$ cat config.mk
export PLATFORM = sky130hd
export DESIGN_NAME = ccd_line_reader
export DESIGN_NICKNAME = d
export VERILOG_FILES = /design/src/rtl/ccd_pkg.sv /design/src/rtl/ccd_pix_fifo.sv /design/src/rtl/ccd_line_reader.sv
export SDC_FILE = /design/constraint.sdc
export NUM_CORES = 1
export LEC_CHECK = 0
export CORE_AREA = 2 2 88 123
export CTS_CLUSTER_DIAMETER = 120
export DETAILED_ROUTE_END_ITERATION = 10
export DIE_AREA = 0 0 90 125
export PLACE_DENSITY = 0.74
export SLEW_MARGIN = 0
export SYNTH_ARGS = -nofsm -noshare
export SYNTH_HDL_FRONTEND = slang
export SYNTH_SLANG_ARGS = --single-unit
$ cat constraint.sdc
create_clock -name clk -period 2.2 [get_ports clk]
set_input_delay 0.44 -clock clk [delete_from_list [all_inputs] [get_ports clk]]
set_output_delay 0.44 -clock clk [all_outputs]
set_load 0.05 [all_outputs]
$ cat src/rtl/ccd_pkg.sv
// Shared types and defaults for the CCD line reader: FSM states, counter sizing
// and the layout of one output FIFO entry.
package ccd_pkg;

    localparam int CCD_ADC_W      = 12;
    localparam int CCD_N_DUMMY    = 32;
    localparam int CCD_N_PIXELS   = 3648;
    localparam int CCD_SAMPLE_DLY = 4;
    localparam int CCD_FIFO_DEPTH = 4;

    typedef enum logic [2:0] {
        ST_IDLE   = 3'd0,
        ST_WAIT_R = 3'd1,
        ST_DLY    = 3'd2,
        ST_CONV   = 3'd3,
        ST_DONE   = 3'd4
    } ccd_state_e;

    typedef struct packed {
        logic                 sol;
        logic                 eol;
        logic [CCD_ADC_W-1:0] data;
    } ccd_entry_t;

    // Bits needed to count 0..n-1; never narrower than one bit.
    function automatic int ccd_cnt_w(input int n);
        return (n < 2) ? 1 : $clog2(n);
    endfunction

endpackage

$ cat src/rtl/ccd_pix_fifo.sv
// Synchronous first-word-fall-through FIFO holding {sol, eol, data} entries.
// A push into a full FIFO is accepted only when a pop happens in the same cycle.
module ccd_pix_fifo #(
    parameter int W     = 14,
    parameter int DEPTH = 4
) (
    input  logic         clk,
    input  logic         rst_n,
    input  logic         flush_i,
    input  logic         push_i,
    input  logic [W-1:0] din_i,
    input  logic         pop_i,
    output logic [W-1:0] dout_o,
    output logic         full_o,
    output logic         empty_o
);
    localparam int AW = $clog2(DEPTH);

    logic [W-1:0] mem_q [DEPTH];
    logic [AW:0]  wr_q;
    logic [AW:0]  rd_q;
    logic         do_push_s;
    logic         do_pop_s;

    assign empty_o   = (wr_q == rd_q);
    assign full_o    = (wr_q[AW] != rd_q[AW]) && (wr_q[AW-1:0] == rd_q[AW-1:0]);
    assign do_pop_s  = pop_i & ~empty_o;
    assign do_push_s = push_i & (~full_o | do_pop_s);
    // Head reads as zero when empty so the outputs look idle after a flush.
    assign dout_o    = empty_o ? '0 : mem_q[rd_q[AW-1:0]];

    // Storage and pointer update.
    always_ff @(posedge clk or negedge rst_n) begin
        if (!rst_n) begin
            wr_q <= '0;
            rd_q <= '0;
            for (int i = 0; i < DEPTH; i++) begin
                mem_q[i] <= '0;
            end
        end else if (flush_i) begin
            wr_q <= '0;
            rd_q <= '0;
        end else begin
            if (do_push_s) begin
                mem_q[wr_q[AW-1:0]] <= din_i;
                wr_q                <= wr_q + (AW+1)'(1);
            end
            if (do_pop_s) begin
                rd_q <= rd_q + (AW+1)'(1);
            end
        end
    end

endmodule

$ cat src/rtl/ccd_line_reader.sv
// CCD readout: syncs phi_p/phi_r, paces ADC conversions, drops dummy pixels and streams
// active pixels through a small FIFO. Define CCD_CDS_EN for correlated double sampling.
module ccd_line_reader
    import ccd_pkg::*;
#(
    parameter int ADC_W      = CCD_ADC_W,
    parameter int N_DUMMY    = CCD_N_DUMMY,
    parameter int N_PIXELS   = CCD_N_PIXELS,
    parameter int SAMPLE_DLY = CCD_SAMPLE_DLY,
    parameter int FIFO_DEPTH = CCD_FIFO_DEPTH
) (
    input  logic             clk,
    input  logic             rst_n,
    input  logic             enable,
    input  logic             phi_p,
    input  logic             phi_r,
    output logic             adc_conv,
    input  logic             adc_valid,
    input  logic [ADC_W-1:0] adc_data,
    output logic [ADC_W-1:0] pix_data,
    output logic             pix_valid,
    input  logic             pix_ready,
    output logic             pix_sol,
    output logic             pix_eol,
    output logic             line_done,
    output logic             overflow,
    output logic             short_line
);
    localparam int CNT_W = ccd_cnt_w(N_DUMMY + N_PIXELS);
    localparam int DLY_W = ccd_cnt_w(SAMPLE_DLY);
    localparam logic [CNT_W-1:0] FIRST_C    = CNT_W'(N_DUMMY);
    localparam logic [CNT_W-1:0] LAST_C     = CNT_W'(N_DUMMY + N_PIXELS - 1);
    localparam logic [DLY_W-1:0] DLY_LOAD_C = DLY_W'(SAMPLE_DLY - 1);

    ccd_state_e       state_q;
    logic [2:0]       phi_p_q, phi_r_q;
    logic [CNT_W-1:0] cnt_q;
    logic [DLY_W-1:0] dly_q;
    logic             adc_conv_q, line_done_q, overflow_q, short_line_q;
    logic             push_q;
    logic [ADC_W+1:0] push_data_q;
    logic [ADC_W+1:0] head_s;
    logic [ADC_W-1:0] sample_d;
    logic             phi_p_rise_s, phi_r_fall_s, pix_done_s;
    logic             full_s, empty_s, pop_s, drop_s;
`ifdef CCD_CDS_EN
    logic [1:0]       cds_phase_q;
    logic [ADC_W-1:0] ref_q;
`endif

    // Two-flop synchronisers plus one history flop for edge detection.
    always_ff @(posedge clk or negedge rst_n) begin
        if (!rst_n) begin
            phi_p_q <= 3'b000;
            phi_r_q <= 3'b000;
        end else begin
            phi_p_q <= {phi_p_q[1:0], phi_p};
            phi_r_q <= {phi_r_q[1:0], phi_r};
        end
    end

    assign phi_p_rise_s = phi_p_q[1] & ~phi_p_q[2];
    assign phi_r_fall_s = ~phi_r_q[1] & phi_r_q[2];
    assign pop_s        = ~empty_s & pix_ready;
    assign drop_s       = push_q & full_s & ~pop_s;

`ifdef CCD_CDS_EN
    assign pix_done_s = (state_q == ST_CONV) && (cds_phase_q == 2'd2) && adc_valid;
`else
    assign pix_done_s = (state_q == ST_CONV) && adc_valid;
`endif

    // Value to push for the pixel just converted.
    always_comb begin
        sample_d = adc_data;
`ifdef CCD_CDS_EN
        sample_d = (adc_data > ref_q) ? '0 : (ref_q - adc_data);
`endif
    end

    // Line sequencing FSM with registered strobes and sticky flags.
    always_ff @(posedge clk or negedge rst_n) begin
        if (!rst_n) begin
            state_q      <= ST_IDLE;
            cnt_q        <= '0;
            dly_q        <= '0;
            adc_conv_q   <= 1'b0;
            line_done_q  <= 1'b0;
            overflow_q   <= 1'b0;
            short_line_q <= 1'b0;
            push_q       <= 1'b0;
            push_data_q  <= '0;
`ifdef CCD_CDS_EN
            cds_phase_q  <= 2'd0;
            ref_q        <= '0;
`endif
        end else if (!enable) begin
            state_q      <= ST_IDLE;
            cnt_q        <= '0;
            dly_q        <= '0;
            adc_conv_q   <= 1'b0;
            line_done_q  <= 1'b0;
            overflow_q   <= 1'b0;
            short_line_q <= 1'b0;
            push_q       <= 1'b0;
`ifdef CCD_CDS_EN
            cds_phase_q  <= 2'd0;
`endif
        end else begin
            adc_conv_q  <= 1'b0;
            line_done_q <= 1'b0;
            push_q      <= 1'b0;
            if (drop_s) overflow_q <= 1'b1;
            if (phi_p_rise_s && state_q != ST_IDLE && state_q != ST_DONE) begin
                short_line_q <= 1'b1;
                cnt_q        <= '0;
                state_q      <= ST_WAIT_R;
`ifdef CCD_CDS_EN
                cds_phase_q  <= 2'd0;
`endif
            end else begin
                case (state_q)
                    ST_IDLE: begin
                        if (phi_p_rise_s) begin
                            cnt_q   <= '0;
                            state_q <= ST_WAIT_R;
                        end
                    end
                    ST_WAIT_R: begin
                        if (phi_r_fall_s) begin
                            dly_q   <= DLY_LOAD_C;
                            state_q <= ST_DLY;
                        end
                    end
                    ST_DLY: begin
                        if (phi_r_fall_s) overflow_q <= 1'b1;
                        if (dly_q == '0) begin
                            adc_conv_q <= 1'b1;
                            state_q    <= ST_CONV;
                        end else begin
                            dly_q <= dly_q - DLY_W'(1);
                        end
                    end
                    ST_CONV: begin
                        if (phi_r_fall_s) overflow_q <= 1'b1;
`ifdef CCD_CDS_EN
                        // Reference sample first, then the signal sample SAMPLE_DLY later.
                        case (cds_phase_q)
                            2'd0: if (adc_valid) begin
                                ref_q       <= adc_data;
                                dly_q       <= DLY_LOAD_C;
                                cds_phase_q <= 2'd1;
                            end
                            2'd1: if (dly_q == '0) begin
                                adc_conv_q  <= 1'b1;
                                cds_phase_q <= 2'd2;
                            end else begin
                                dly_q <= dly_q - DLY_W'(1);
                            end
                            default: if (adc_valid) cds_phase_q <= 2'd0;
                        endcase
`endif
                        if (pix_done_s) begin
                            if (cnt_q >= FIRST_C) begin
                                push_q      <= 1'b1;
                                push_data_q <= {cnt_q == FIRST_C, cnt_q == LAST_C, sample_d};
                            end
                            if (cnt_q == LAST_C) begin
                                state_q <= ST_DONE;
                            end else begin
                                cnt_q   <= cnt_q + CNT_W'(1);
                                state_q <= ST_WAIT_R;
                            end
                        end
                    end
                    ST_DONE: begin
                        line_done_q <= 1'b1;
                        cnt_q       <= '0;
                        state_q     <= phi_p_rise_s ? ST_WAIT_R : ST_IDLE;
                    end
                    default: state_q <= ST_IDLE;
                endcase
            end
        end
    end

    ccd_pix_fifo #(
        .W     (ADC_W + 2),
        .DEPTH (FIFO_DEPTH)
    ) u_fifo (
        .clk     (clk),
        .rst_n   (rst_n),
        .flush_i (~enable),
        .push_i  (push_q),
        .din_i   (push_data_q),
        .pop_i   (pop_s),
        .dout_o  (head_s),
        .full_o  (full_s),
        .empty_o (empty_s)
    );

    assign adc_conv   = adc_conv_q;
    assign line_done  = line_done_q;
    assign overflow   = overflow_q;
    assign short_line = short_line_q;
    assign pix_valid  = ~empty_s;
    assign pix_sol    = head_s[ADC_W+1];
    assign pix_eol    = head_s[ADC_W];
    assign pix_data   = head_s[ADC_W-1:0];

endmodule

==> flow_summary.yaml <==
run_status:
  run_status: "finished with violations"
  violations: "setup timing"
synthesis:
  synth.net_count: 404
  synth_top_family_by_area: "multiplexers"
  synthDominantCellAreaShare_pct: 49.6
  yosys.cell_types.count: 60
  synth_sequential_area_ratio_pct: 49.6
  yosys_warnings: 0
  postSynthCellCount: 377
  edff_count_synth: 0
  simple_gate_fraction_of_synth_area_pct: 12.4
  post_synth_mux_area_share_pct: 25.5
  mappedNetlistArea_um2: 5250
  async_flop_share_pct: 100
  synth_compound_area_share_pct: 4.79
  netlist.top_cell.by_area: "dfrtp_1"
  predominant_post_synthesis_flop_cell: "dfrtp_1"
  synth.top_cells.by_area: "dfrtp_1 50%, mux2_4 11%, mux2_2 6.4%, mux4_2 4.3%, nor2b_1 2.0%"
  synth-adder-area-share_pct: 1.91
  ys_seq_elements: 104
  synthXorXnorAreaFrac_pct: 1.81
  synth_area_per_cell_um2: 13.9
timing:
  hold_viol: 0
  fmax_mhz: 436
  min_period_over_period_pct: 104
  grt_setup_unrepaired: "true"
  post-route-worst-setup-slack_ns: -0.0958
  finalWorstPathRequiredPeriod_ns: 2.30
  finalMaxSlewViolations: 0
  finalSetupViolCount: 15
  worst-slew-pin-transition_ns: 0.497
  maxSlewHeadroom_pct: 66.8
  final.setup_skew_ns: 0.00466
job:
  cap_violations: 0
grt:
  leftover_overflow_at_the_end_of_global_routing: 0
  vias_in_the_first_global_route: 3580
  grt_first_pass_wirelength_mm: 17.8
  grt_antenna_before_repair: 0
  pin_count_of_the_biggest_net_entering_global_routing: 46
  groute.usage.overall_pct: 20.1
cts:
  numClockSinks: 104
  clock_tree.htree_level_count: 3
  cts.clk_slew.worst_paths_ns: 0.07
  insertion_delay_ns: 0.35
  cts_root_buf: "clkbuf_16"
  cts_tree: "yes"
  cts.path.max_buffers: 2
  number_of_buffers_inserted_during_clock_tree_synthesis: 9
floorplanning:
  die_x_um: 90
  core_region_area_um2: 10200
  pin_count: 38
  die-area_um2: 11300
  std_cell_rows: 44
  initial_utilization_pct: 51.2
  fp.dieH_um: 125
placement:
  io_buffers: 37
  place_congestion: 0.860
  place_hpwl_mm: 7.12
  placed_area_um2: 5970
detailed_routing:
  drt_iter0_markers: 170
  post-route-drc-count: 0
  route.detailed.vias_per_inst: 5.54
  drtPass1Iterations: 4
  totalWireLength_mm: 10.4
  total_number_of_vias: 3227
  antenna_violating_nets_post_route: 0
  routedWlPerCell_um: 17.9
pwr:
  design_power_total_mw: 3.60
  max-vdd-ir-drop_uv: 418
  pwr_density_cell_nw_per_um2: 565
  total_leakage_power_nw: 2.98
critical_path:
  worstPathMaxFanout: 7
  timing.setup.critical_path_class: "reg -> out"
  critPathArrivalTime_ns: 1.86
  worstSetupEndpointType: "primary output"
  r2r_start: "u_fifo.rd_q[0]"
  startpoint_of_the_most_critical_setup_path: "u_fifo.rd_q[0]"
  critPathRequiredTime_ns: 1.76
  start_kind: "flop"
layout:
  antenna_cells: 0
  layout-drive-gt1-share_pct: 38.0
  final_net_count: 467
  flow.area_growth_from_synthesis_pct: 21.6
  final_cell_area_um2: 6380
worst_hold_path:
  min-delay-path-class: "reg -> reg"
  min_from: "phi_r_q[0]"
worst max-delay path, cell delays in order, from the launching register on:
cell,delay [ns]
dfrtp_2,0.51
buf_12,0.18
mux4_2,0.53
nor2b_4,0.15
buf_6,0.14
per-stage QoR:
| step | setup TNS (ns) | setup slack, ns | cells | hold slack, ns | utilization, % |
|---|---|---|---|---|---|
| global route | -1.86 | -0.135 | 583 | 0.358 | 62.3 |
| CTS | -1.51 | -0.122 | 583 | 0.350 | 62.2 |
| global placement | -4.00 | -0.0986 | 565 | 0.341 | 58.3 |
| detailed placement | -4.88 | -0.121 | 565 | 0.335 | 58.3 |
| finish | -1.10 | -0.0958 | 583 | 0.350 | 62.3 |
| floorplan | -1.08 | -0.120 | 377 | 0.144 | - |
cells in the final DEF, fill, tap and decap left out, types with 2 or more instances in the layout:
| cell | synthesis | final |
|---|---|---|
| nand4_4 | 4 | 4 |
| a211oi_1 | 5 | 5 |
| buf_6 | 2 | 15 |
| buf_12 | 4 | 11 |
| nor4b_1 | 2 | 2 |
| nand3_1 | 8 | 8 |
| nand4_1 | 3 | 3 |
| nand2b_1 | 6 | 6 |
| xnor2_1 | 3 | 3 |
| nor3_1 | 3 | 2 |
| o21ai_0 | 6 | 6 |
| or4_1 | 2 | 2 |
| and3_1 | 2 | 2 |
| nor2_1 | 16 | 16 |
| clkdlybuf4s50_1 | 0 | 21 |
| a21oi_1 | 5 | 5 |
| or3_1 | 3 | 3 |
| nor3_2 | 1 | 2 |
| nor2b_4 | 0 | 7 |
| mux2i_1 | 7 | 7 |
| xor2_2 | 1 | 2 |
| nor3b_1 | 2 | 2 |
| inv_1 | 12 | 12 |
| mux2_2 | 30 | 30 |
| and4_1 | 2 | 2 |
| ha_1 | 8 | 8 |
| clkbuf_16 | 0 | 9 |
| mux4_2 | 10 | 14 |
| nor2b_1 | 17 | 10 |
| clkinv_2 | 0 | 2 |
| a21o_1 | 2 | 2 |
| mux2_4 | 40 | 40 |
| o41ai_1 | 4 | 4 |
| clkinvlp_4 | 0 | 4 |
| buf_4 | 1 | 22 |
| nor4_1 | 2 | 2 |
| dfrtp_1 | 104 | 103 |
| xor2_1 | 6 | 5 |
| nand2_1 | 15 | 15 |
final timing paths:
| kind | end | slack [ns] | cells after the start |
|---|---|---|---|
| min in group asynchronous | u_fifo.rd_q[2] | 0.55 | 2 |
| min reg2reg | phi_r_q[1] | 0.35 | 0 |
| max | pix_data[3] | -0.1 | 4 |
| min | phi_r_q[1] | 0.35 | 0 |
| max in group asynchronous | u_fifo.mem_q[46] | 0.89 | 3 |
| max reg2reg | u_fifo.mem_q[26] | 0.07 | 5 |
routing by layer:
metal	global-route usage, %	up-vias	share of wire (%)
met1	24.3	1653	40
met2	34.7	50	54
li1	-	1504	-
met5	0	-	0
met3	2.59	20	2.4
met4	11.2	0	3.0
cells in the mapped netlist (all sizes together), types with 2 or more instances:
master and number:
nor4b 2, a21o 2, ha 8, clkbuf 5, nand2 15, or3 3, or4 3, dfrtp 104
mux2 70, and4 2, xor2 7, xnor2 3, nor3 5, o21ai 6, nand4 7, and3 2
inv 12, mux4 14, buf 14, nor4 3, nand3 8, a211oi 5, o41ai 4, nor2b 17
nand2b 6, a21oi 5, nor2 16, nor3b 2, mux2i 7
timing repair:
action / 4_1_cts / 5_1_grt
hold buffers: 1 / 0
pin swaps: 1 / 5
endpoints found under the setup margin: 15 / 21
endpoints found under the hold margin: 11 / 0
buffers inserted: 0 / 0
gates cloned: 1 / 0
gates resized for setup: 32 / 4
kinds of logic (layout without fill, tap and decap cells):
kind of cell / after synthesis / count (layout)
compound gates: 34 / 34
xor+xnor: 10 / 10
fa+ha+maj: 8 / 8
buf+inv: 31 / 99
flops: 104 / 104
mux: 91 / 91
simple gates: 99 / 99
power by group:
| group | total (mW) | leakage [nW] | switching (mW) | internal, mW |
|---|---|---|---|---|
| sequential | 1.94 | 1.44 | 0.0183 | 1.92 |
| combinational | 0.183 | 1.42 | 0.105 | 0.0783 |
| clock | 1.48 | 0.123 | 0.714 | 0.765 |
flip-flops by register name, summed over array words and instances (netlist names), 2 cells and up:
register      flops
push_data_q      14
dly_q             2
phi_p_q           3
u_fifo.rd_q       3
u_fifo.mem_q     56
phi_r_q           3
cnt_q            12
u_fifo.wr_q       3
state_q           3
cell type report:
type / count / area, µm²
clock buffers: 9 / 225
clock inverters: 7 / 48.8
fillers: 791 / 3860
inverters: 12 / 45.0
multi-input cells: 242 / 2490
flip-flops and latches: 104 / 2600
well taps: 138 / 173
repair buffers: 71 / 802
(Power assumes the default switching activity.)
